[src/rtl/binary_encoder_16x4_if.sv]
// rtl/binary_encoder_16x4_if.sv - request-vector / code handshake bundle for the 16-to-4 encoder
interface binary_encoder_16x4_if;
  logic [15:0] bcode;
  logic        load;
  logic        ready;
  logic [3:0]  a;
  logic        valid;
  logic        busy;
  logic        done;
  logic [4:0]  remaining;

  modport master (
    output bcode, load, ready,
    input  a, valid, busy, done, remaining
  );

  modport slave (
    input  bcode, load, ready,
    output a, valid, busy, done, remaining
  );
endinterface

[src/rtl/binary_encoder_16x4.sv]
// rtl/binary_encoder_16x4.sv - sequential 16-to-4 encoder, drains set bits highest index first
module binary_encoder_16x4 (
  input  logic                 clk,
  input  logic                 rst_n,
  binary_encoder_16x4_if.slave bus
);

  typedef enum logic {IDLE, SERVE} state_t;

  state_t      state_q, state_d;
  logic [15:0] pending_q, pending_d;
  logic [3:0]  a_q, a_d;
  logic        valid_q, valid_d;
  logic        busy_q, busy_d;
  logic        done_q, done_d;
  logic [4:0]  remaining_q, remaining_d;

  function automatic logic [3:0] msb_index(input logic [15:0] v);
    logic [3:0] idx;
    idx = '0;
    for (int i = 0; i < 16; i++) begin
      if (v[i]) idx = 4'(i);
    end
    return idx;
  endfunction

  function automatic logic [4:0] pop_count(input logic [15:0] v);
    logic [4:0] cnt;
    cnt = '0;
    for (int i = 0; i < 16; i++) begin
      cnt = cnt + 5'(v[i]);
    end
    return cnt;
  endfunction

  always_comb begin
    state_d   = state_q;
    pending_d = pending_q;
    valid_d   = valid_q;
    busy_d    = busy_q;
    done_d    = 1'b0;
    case (state_q)
      IDLE: begin
        if (bus.load) begin
          if (bus.bcode != '0) begin
            pending_d = bus.bcode;
            valid_d   = 1'b1;
            busy_d    = 1'b1;
            state_d   = SERVE;
          end else begin
            done_d = 1'b1;
          end
        end
      end
      SERVE: begin
        if (valid_q && bus.ready) begin
          pending_d = pending_q & ~(16'h0001 << a_q);
          if (pending_d == '0) begin
            valid_d = 1'b0;
            busy_d  = 1'b0;
            done_d  = 1'b1;
            state_d = IDLE;
          end
        end
      end
      default: state_d = IDLE;
    endcase
    // Once drained, a keeps the last code rather than collapsing to 0.
    a_d         = (pending_d != '0) ? msb_index(pending_d) : a_q;
    remaining_d = pop_count(pending_d);
  end

  always_ff @(posedge clk or negedge rst_n) begin
    if (!rst_n) begin
      state_q     <= IDLE;
      pending_q   <= '0;
      a_q         <= '0;
      valid_q     <= 1'b0;
      busy_q      <= 1'b0;
      done_q      <= 1'b0;
      remaining_q <= '0;
    end else begin
      state_q     <= state_d;
      pending_q   <= pending_d;
      a_q         <= a_d;
      valid_q     <= valid_d;
      busy_q      <= busy_d;
      done_q      <= done_d;
      remaining_q <= remaining_d;
    end
  end

  assign bus.a         = a_q;
  assign bus.valid     = valid_q;
  assign bus.busy      = busy_q;
  assign bus.done      = done_q;
  assign bus.remaining = remaining_q;

endmodule

[src/flat_wrapper.sv]
// flat-port wrapper written by rule: the top's interface ports become plain ports
module binary_encoder_16x4_flat 
  (clk, rst_n, bus_bcode, bus_load, bus_ready, bus_a, bus_valid, bus_busy, bus_done, bus_remaining);
  binary_encoder_16x4_if bus_i ();
  input  logic clk;
  input  logic rst_n;
  input wire logic [$bits(bus_i.bcode)-1:0] bus_bcode;
  input wire logic [$bits(bus_i.load)-1:0] bus_load;
  input wire logic [$bits(bus_i.ready)-1:0] bus_ready;
  output wire logic [$bits(bus_i.a)-1:0] bus_a;
  output wire logic [$bits(bus_i.valid)-1:0] bus_valid;
  output wire logic [$bits(bus_i.busy)-1:0] bus_busy;
  output wire logic [$bits(bus_i.done)-1:0] bus_done;
  output wire logic [$bits(bus_i.remaining)-1:0] bus_remaining;
  assign bus_i.bcode = bus_bcode;
  assign bus_i.load = bus_load;
  assign bus_i.ready = bus_ready;
  assign bus_a = bus_i.a;
  assign bus_valid = bus_i.valid;
  assign bus_busy = bus_i.busy;
  assign bus_done = bus_i.done;
  assign bus_remaining = bus_i.remaining;
  binary_encoder_16x4 u_core (.clk(clk), .rst_n(rst_n), .bus(bus_i));
endmodule
[config.mk]
export PLATFORM = sky130hd
export DESIGN_NAME = binary_encoder_16x4_flat
export DESIGN_NICKNAME = d
export VERILOG_FILES = /design/src/rtl/binary_encoder_16x4_if.sv /design/src/rtl/binary_encoder_16x4.sv /design/src/flat_wrapper.sv
export SDC_FILE = /design/constraint.sdc
export NUM_CORES = 1
export LEC_CHECK = 0
export CORE_ASPECT_RATIO = 1.1
export CORE_UTILIZATION = 30
export DETAILED_ROUTE_END_ITERATION = 6
export PLACE_DENSITY = 0.49
export SLEW_MARGIN = 10
export SYNTH_ARGS = -nofsm -noshare
export SYNTH_HDL_FRONTEND = slang
export SYNTH_SLANG_ARGS = --single-unit
[constraint.sdc]
create_clock -name clk -period 7.9 [get_ports clk]
set_input_delay 1.58 -clock clk [delete_from_list [all_inputs] [get_ports clk]]
set_output_delay 1.58 -clock clk [all_outputs]
set_load 0.05 [all_outputs]
# ---- After elaboration in Yosys (flattened, before gate mapping)
# Index checks and enable logic that the tools add are counted.
dict set report totals {
  input_bits 20
  output_inout_bits 12
  register_bits 28
}
dict set report classes {
  n_bitwise 3
  reduce_logical 5
  n_eq_ne 4
  mux 34
  shift 1
  n_addsub 15
}
# op count
set op_table {}
lappend op_table {{5-bit by 1-bit adder with 5-bit output} 14}
lappend op_table {{16-bit two-way mux} 3}
lappend op_table {{4-bit two-way mux} 8}
lappend op_table {{16-bit case mux with 2 select lines} 1}
lappend op_table {{16-bit nonzero test} 2}
lappend op_table {{16-bit AND} 1}
lappend op_table {{16-bit logical NOT} 1}
lappend op_table {{16-bit NOT} 1}
lappend op_table {{1-bit by 4-bit << shifter with 16-bit output (first input constant)} 1}
lappend op_table {{1-bit two-way mux} 13}
lappend op_table {{3-bit two-way mux} 4}
lappend op_table {{2-bit != test (second input constant)} 3}
lappend op_table {{1-bit case mux with 2 select lines} 3}
lappend op_table {{2-bit two-way mux} 2}
lappend op_table {{4-bit AND reduction} 1}
lappend op_table {{1-bit by 1-bit adder with 2-bit output} 1}
lappend op_table {{2-bit by 1-bit != test with 1-bit output (second input constant)} 1}
lappend op_table {{1-bit logical AND} 1}
lappend op_table {{1-bit NOT} 1}

# ---- Logic depth before layout (Yosys ltp)
# Gate-level depths: netlist of run 1.
dict set report logic_depth {
  depth_word 20
  mapped_depth 20
  depth_no_buf 18
}

# ---- Worst setup path before layout of run 1
# Ideal clock, no wire load.
dict set report synth_path {
  path_kind {input to register}
  from {input bus_bcode[2]}
  to {register u_core.remaining_q[1], in the netlist u_core.bus.remaining[1]}
  arrival_time_ns 6.087
  setup_time_ns 0.136
  required_time_ns 7.764
  path_stages 17
  slack_ns 1.678
  path_cell_list {nor4_2 -> a41oi_1 -> buf_4 -> buf_6 -> mux2_2 -> and2_1 -> ha_1 -> fa_1 -> fa_1 -> inv_1 -> fa_1 -> inv_1 -> fa_1 -> inv_1 -> fa_1 -> inv_1 -> fa_1}
}
dict set report synth_between {
  elab_chain_len 19
}
# item line_no
set synth_lines {}
lappend synth_lines {{start: declaration} flat_wrapper.sv:7} ;# input wire logic [$bits(bus_i.bcode)-1:0] bus_bcode;
lappend synth_lines {{16-bit nonzero test} binary_encoder_16x4.sv:45} ;# if (bus.bcode != '0) begin
lappend synth_lines {{16-bit two-way mux} binary_encoder_16x4.sv:45}
lappend synth_lines {{16-bit two-way mux} binary_encoder_16x4.sv:44} ;# if (bus.load) begin
lappend synth_lines {{16-bit case mux with 2 select lines} binary_encoder_16x4.sv:42} ;# case (state_q)
lappend synth_lines {{named net u_core.pending_d[1]} binary_encoder_16x4.sv:11} ;# logic [15:0] pending_q, pending_d;
lappend synth_lines {{1-bit by 1-bit adder with 2-bit output} binary_encoder_16x4.sv:31} ;# cnt = cnt + 5'(v[i]);
lappend synth_lines {{5-bit by 1-bit adder with 5-bit output (14 in series)} binary_encoder_16x4.sv:31}
lappend synth_lines {{named net u_core.remaining_d[1]} binary_encoder_16x4.sv:16} ;# logic [4:0] remaining_q, remaining_d;
lappend synth_lines {{end signal: assignment} binary_encoder_16x4.sv:89} ;# remaining_q <= remaining_d;
lappend synth_lines {{end: declaration} binary_encoder_16x4.sv:16}
# The timed path passes the listed nets, and every way through them passes these cells.
# A chain may end at the register's enable or synchronous reset.

# ---- Worst setup path in the final report of run 1
dict set report layout_path {
  from {input bus_bcode[14]}
  to {register u_core.remaining_q[1], in the netlist u_core.bus.remaining[1]}
}
# Same word-level chain as after synthesis.

==> summary.txt, run 1 <==
Die
  – Floorplan row count: 31
  – Initial Util: 0.3158
  – Core ar.: 0.006671 mm²
  – Ports: 32
  – Die ar.: approximately 0.0074 mm²
  – Die height: ~90 µm
  – Die X: 81.91 µm

Yosys
  – Most used DFF post-synth: dfrtp_1
  – Most frequent cell after synthesis: dfrtp_1
  – Sequential area share after synthesis: 0.3325
  – Synth unique cells: 52
  – Syn_area_per_cell: 10.59 µm²
  – Syn Std Cell Area: ~0.0021 mm²
  – Largest area contributor in the netlist: dfrtp_1
  – Post-Syn Nets: about 240
  – Ranking of synthesized cells by area: dfrtp_1 33%, fa_1 9.5%, mux2i_1 6.2%
  – FFs w/ async S/R, synth: 1.000
  – Synthesized flop and latch total: 28
  – Post-synth top cells: 28 x dfrtp_1, 21 x inv_1, 14 x nor2_1
  – EDFF count, synth: 0
  – Yosys warnings: 0
  – Cell count after synthesis: slightly below 200
  – Share of Yosys cell area claimed by the top area cell type: 0.3325

Place
  – DP Cell Count: just over 300
  – Pre-CTS setup slack: between 1000 and 1500 ps
  – Post-DP HPWL: approximately 4.6 mm
  – PortBufs: 31
  – Placer Congestion: 0.8532

Route
  – Vias per cell: around 5.2
  – DRT Pass-1 Iters: 4
  – Initial DRC count: just over 80
  – Total number of vias: between 1500 and 2000
  – DR DRC count: 0
  – Routed Antenna Nets: 0
  – Post-Route WL: approximately 5.7 mm
  – Wire per inst: around 18 µm

Outcome
  – Status: complete, no violations

Clock network
  – Clock network latency to the later pin of the worst-skew pair: about 270 ps
  – Root Buffer: clkbuf_8
  – Cts hold-fix bufs: 0
  – Level count of the clock H-tree: 1
  – TritonCTS clock tree: built
  – Post-CTS resize count: 0
  – CTS max path bufs: 2
  – Setup Buffers After CTS: 0
  – Total CTS buffers: 3
  – Clock sinks: 28
  – Clk slew on worst S/H paths: ~90 ps

Layout
  – Number of diodes: 0
  – Share of layout cells above drive strength 1: 0.1515
  – Area occupied by multi-input gates: around 0.0013 mm²
  – Post-route insts no fill: 313
  – Layout area overhead: 21.67%
  – Fill count: 666
  – Register Area: around 700 µm²
  – Nets: 270

Setup path
  – Cell mode on critical path: fa_1
  – Critical Path Max Stage Delay: 550 ps
  – Crit end category: flop
  – CP arrival: approximately 6600 ps
  – WP data required: ~8100 ps
  – Crit-path cells: clkdlybuf4s50_1 -> nor4_2 -> a41oi_2 -> mux2_2 -> and2_1 -> ha_1 -> fa_1 -> fa_1 -> inv_1 -> fa_1 -> inv_1 -> fa_1 -> inv_1 -> fa_1 -> inv_1 -> fa_1
  – Slowest CP cell: fa_1
  – Worst setup SP type: input pin
  – Critical path peak fanout: 3
  – Crit Path Class: in -> reg

STA
  – Final Cycle Share: 0.8149
  – Slew Limit Fails: 0
  – Layout Skew: approximately 3 ps
  – Setup TNS: 0 ps
  – Worst-margin pin slew: between 800 and 900 ps
  – Final WS setup: 1463 ps
  – Top achievable clock speed: approximately 0.16 GHz
  – Max-slew headroom: 0.4040
  – Final setup fails: 0
  – RSZ-0062 raised after global routing: no
  – Minimum clock period: between 6000 and 7000 ps
  – Final hold vios: 0

GRT
  – Antenna violations before repair: 0
  – Vias in the first global route: between 1500 and 2000
  – First-pass GRT wire length: roughly 9 mm
  – Largest net degree at the start of global routing: 29
  – Congestion Overflow GR: 0
  – GRT Overall Usage: 0.1676

Run
  – Max_cap viols: 0

Worst hold path
  – Worst hold path class: reg -> reg
==> critical path: cells and delay by family <==
family,cells,cell delay [ps]
buffers and inverters,5,720
adder cells (fa/ha/maj),7,3160
multiplexers,1,330
AND/OR/NAND/NOR,2,570
AO/OA/AOI/OAI,1,210
==> area by class of cell <==
cell class                 instances  area share
sequential                        28      0.2733
multi-input combinational        143      0.5041
tap                               82     0.04002
inverter                          21     0.03075
clock buffer                       3     0.01611
timing repair buffer              36      0.1357
==> metal layers <==
layer,GRT usage,routed length [µm]
met4,0.04971,78
met1,0.2266,2606
met5,0,0
met2,0.2762,2783
met3,0.01827,235
==> kinds of logic (layout without fill, tap and decap cells) <==
| group | count (synthesis) | after routing | share of synthesized area |
|---|---|---|---|
| AOI/OAI and AO/OA | 38 | 38 | 0.1473 |
| xor gates and xnor gates | 2 | 2 | 0.008315 |
| adders and majority gates | 17 | 17 | 0.1366 |
| buffers and inverters | 28 | 60 | 0.05760 |
| DFF | 28 | 28 | 0.3325 |
| muxes | 25 | 25 | 0.1389 |
| and+or+nand+nor | 61 | 61 | 0.1788 |
==> path summary, 6_finish.rpt <==
path | from | slack, ps | end | depth (start not counted)
min | u_core.state_q$_DFF_PN0_ | 550 | u_core.state_q$_DFF_PN0_ | 2
min in group asynchronous | rst_n | 1690 | u_core.bus.done$_DFF_PN0_ | 2
max in group asynchronous | rst_n | 5940 | u_core.bus.a[0]$_DFFE_PN0P_ | 2
min reg2reg | u_core.state_q$_DFF_PN0_ | 550 | u_core.state_q$_DFF_PN0_ | 2
max reg2reg | u_core.bus.a[0]$_DFFE_PN0P_ | 2870 | u_core.bus.remaining[1]$_DFF_PN0_ | 15
max | bus_bcode[14] | 1460 | u_core.bus.remaining[1]$_DFF_PN0_ | 16
==> metrics by stage <==
| stage | util | hold slack, ps | instance area, µm² |
|---|---|---|---|
| CTS | 0.3843 | 559.8 | 2564 |
| global placement | 0.3781 | 531.9 | 2522 |
| global route | 0.3843 | 582.9 | 2564 |
| floorplan | - | 488.5 | 2107 |
| finish | 0.3843 | 553.5 | 2564 |
| detailed placement | 0.3781 | 536.1 | 2522 |
==> cell usage in the layout, fill, tap and decap left out, drive strengths merged, types with 3 or more instances in the layout <==
master         count
dfrtp             28
a21oi              8
o22ai              3
mux2               9
or2                3
mux2i             16
nor2              14
o32ai              5
inv               21
buf                5
a221oi             3
nand2              7
fa                10
a21o               3
nor3               6
clkdlybuf4s50     31
nand2b             3
and2               7
clkbuf             3
ha                 7
and3               6
nand4              3
nor4               7
==> sequential cells by signal, indices dropped and copies added (netlist names) <==
| register | cells |
|---|---|
| u_core.bus.a | 4 |
| u_core.bus.done | 1 |
| u_core.bus.remaining | 5 |
| u_core.bus.valid | 1 |
| u_core.pending_q | 16 |
| u_core.state_q | 1 |
Power of run 1 is left out: the tool's default activity adds up to more than one toggle a clock period on the data nets, which glitch-free logic cannot reach.
==> run 2, diff against run 1 <==
clock period = 6 ns   (was 7.9 ns; I/O delays follow)
==> run 2 against run 1 <==
Against the previous run: final cell count grew 9.3%; critical endpoint is now u_core.bus.remaining[4]$_DFF_PN0_; clock skew increased by 12 ps; non-clock buffer count up 28; sequential share of layout area is 2.7 points lower.
==> summary.txt, run 2 (synthesis gave the netlist of run 1 again) <==
Layout
  – Fill count: 670
  – Share of layout cells above drive strength 1: 0.2577
  – Largest register by flop count: u_core.pending_q
  – Commonest cells after routing, fill and taps aside: 33 x buf_4, 29 x clkdlybuf4s50_1, 28 x dfrtp_1
  – Finished Core Util: 0.4257
  – Max reg flops: 16
  – Register Area: 700.7 µm²
  – Number of diodes: 0
  – Area occupied by multi-input gates: approximately 0.0013 mm²
  – Commonest non-fill, non-tap cell in the layout: buf_4
  – Layout area overhead: 34.80%
  – Nets: roughly 300

Setup path
  – Worst setup SP type: input pin
  – CP arrival: around 6000 ps
  – Critical path peak fanout: 14
  – R2R Path Start: u_core.bus.a[0]$_DFFE_PN0P_
  – Crit end category: flop
  – Crit Path Class: in -> reg
  – Cells on worst reg2reg path: 17
  – Critical R2R Capture: u_core.bus.remaining[4]$_DFF_PN0_
  – WP data required: slightly above 6000 ps
  – R2R setup slack: between 1000 and 1500 ps

Route
  – Post-Route WL: approximately 6.1 mm
  – Vias per cell: 5.196
  – Total number of vias: about 1800
  – Initial DRC count: 74
  – DRT Pass-1 Iters: 4
  – Routed Antenna Nets: 0
  – DR DRC count: 0
  – Wire per inst: ~18 µm

STA
  – RSZ-0062 raised after global routing: yes
  – Layout Skew: approximately 15 ps
  – Top achievable clock speed: 0.1716 GHz
  – Max-slew headroom: 0.4907
  – Setup TNS: 0 ps
  – Final WS setup: 173.7 ps
  – Final setup fails: 0
  – WHS: between 500 and 600 ps
  – Minimum clock period: just under 6000 ps
  – Slew Limit Fails: 0
  – Worst-margin pin slew: between 700 and 800 ps
  – Final Cycle Share: 0.9711
  – Final hold vios: 0

Worst hold path
  – Worst Hold Path EP: u_core.state_q$_DFF_PN0_
  – Worst hold path class: reg -> reg
  – Hold_sp: u_core.state_q$_DFF_PN0_
  – Hold Path Stages: 2

Clock network
  – Clk slew on worst S/H paths: between 100 and 150 ps
  – Root Buffer: clkbuf_8
  – Clock network latency to the later pin of the worst-skew pair: about 280 ps
  – Level count of the clock H-tree: 1
  – Total CTS buffers: 3
  – CTS max path bufs: 2
  – Setup Buffers After CTS: 0
  – TritonCTS clock tree: built
  – Clock sinks: 28

Die
  – Floorplan row count: 31
  – Ports: 32
  – Die X: ~82 µm
  – Core ar.: between 0.006 and 0.007 mm²
  – Die ar.: roughly 0.0074 mm²
  – Die height: between 80 and 90 µm
  – Initial Util: 0.3158

Run
  – Max_cap viols: 0

GRT
  – Congestion Overflow GR: 0
  – Vias in the first global route: approximately 1900
  – Largest net degree at the start of global routing: 29
  – First-pass GRT wire length: between 9 and 10 mm
  – Antenna violations before repair: 0
  – GRT Overall Usage: 0.1726

Place
  – Pre-CTS setup slack: -239.2 ps
  – PortBufs: 31
  – Placer Congestion: between 0.8 and 0.9
  – Post-DP HPWL: around 4.9 mm

Outcome
  – Status: complete, no violations
==> run 2: changes by cell type in the layout (fill, tap and decap cells not counted), moves of 2 or more <==
cell | before | now
clkdlybuf4s50_1 | 31 | 29
nor4_4 | 2 | 5
dlymetal6s2s_1 | 0 | 2
buf_4 | 5 | 33
nor4_2 | 4 | 1
==> run 2: timing repair <==
item / in CTS / in global routing
hold buffers: 0 / 0
gates resized for setup: 0 / 8
setup endpoints to repair: 0 / 4
==> run 2: per-stage QoR <==
step	area, µm²	std cells
global placement	2733	338
detailed placement	2733	338
finish	2840	342
CTS	2804	342
floorplan	2107	199
global route	2840	342
==> run 2: worst max path at each step <==
stage / startpoint / endpoint / slack (ps) / cells after the start
2_1_floorplan: bus_bcode[2] / u_core.bus.remaining[1]$_DFF_PN0_ / 160 / 17
3_3_place_gp: bus_bcode[14] / u_core.bus.remaining[1]$_DFF_PN0_ / -210 / 16
3_5_place_dp: bus_bcode[14] / u_core.bus.remaining[1]$_DFF_PN0_ / -240 / 16
4_1_cts: bus_bcode[8] / u_core.bus.remaining[1]$_DFF_PN0_ / 60 / 19
5_1_grt: bus_bcode[11] / u_core.bus.remaining[4]$_DFF_PN0_ / -30 / 20
6_report: bus_bcode[11] / u_core.bus.remaining[4]$_DFF_PN0_ / 170 / 19
==> run 2: area by class of cell <==
type / instances / share of cell area
clock buffer: 3 / 0.01454
clock inverter: 1 / 0.01057
inverter: 21 / 0.02775
multi-input combinational: 143 / 0.4661
sequential: 28 / 0.2467
tap: 82 / 0.03612
timing repair buffer: 64 / 0.1982
==> run 2: worst max-delay path, stage by stage <==
cell	delay, ps
clkdlybuf4s50_1	470
nor4_4	350
a41oi_2	170
buf_4	170
buf_4	210
mux2i_1	150
a21oi_1	300
fa_1	490
fa_1	500
inv_1	60
fa_1	530
inv_1	50
fa_1	420
inv_1	80
fa_2	190
inv_2	40
fa_1	400
a21oi_1	160
nor2b_1	60
==> run 2: routing by layer <==
layer / vias to the layer above / global-route usage / wire length (µm)
met3: 11 / 0.02335 / 350
met4: 0 / 0.05702 / 129
met5: - / 0 / 0
met2: 57 / 0.2769 / 2904
li1: 838 / - / -
met1: 871 / 0.2350 / 2684
Power of run 2 is left out for the same reason.
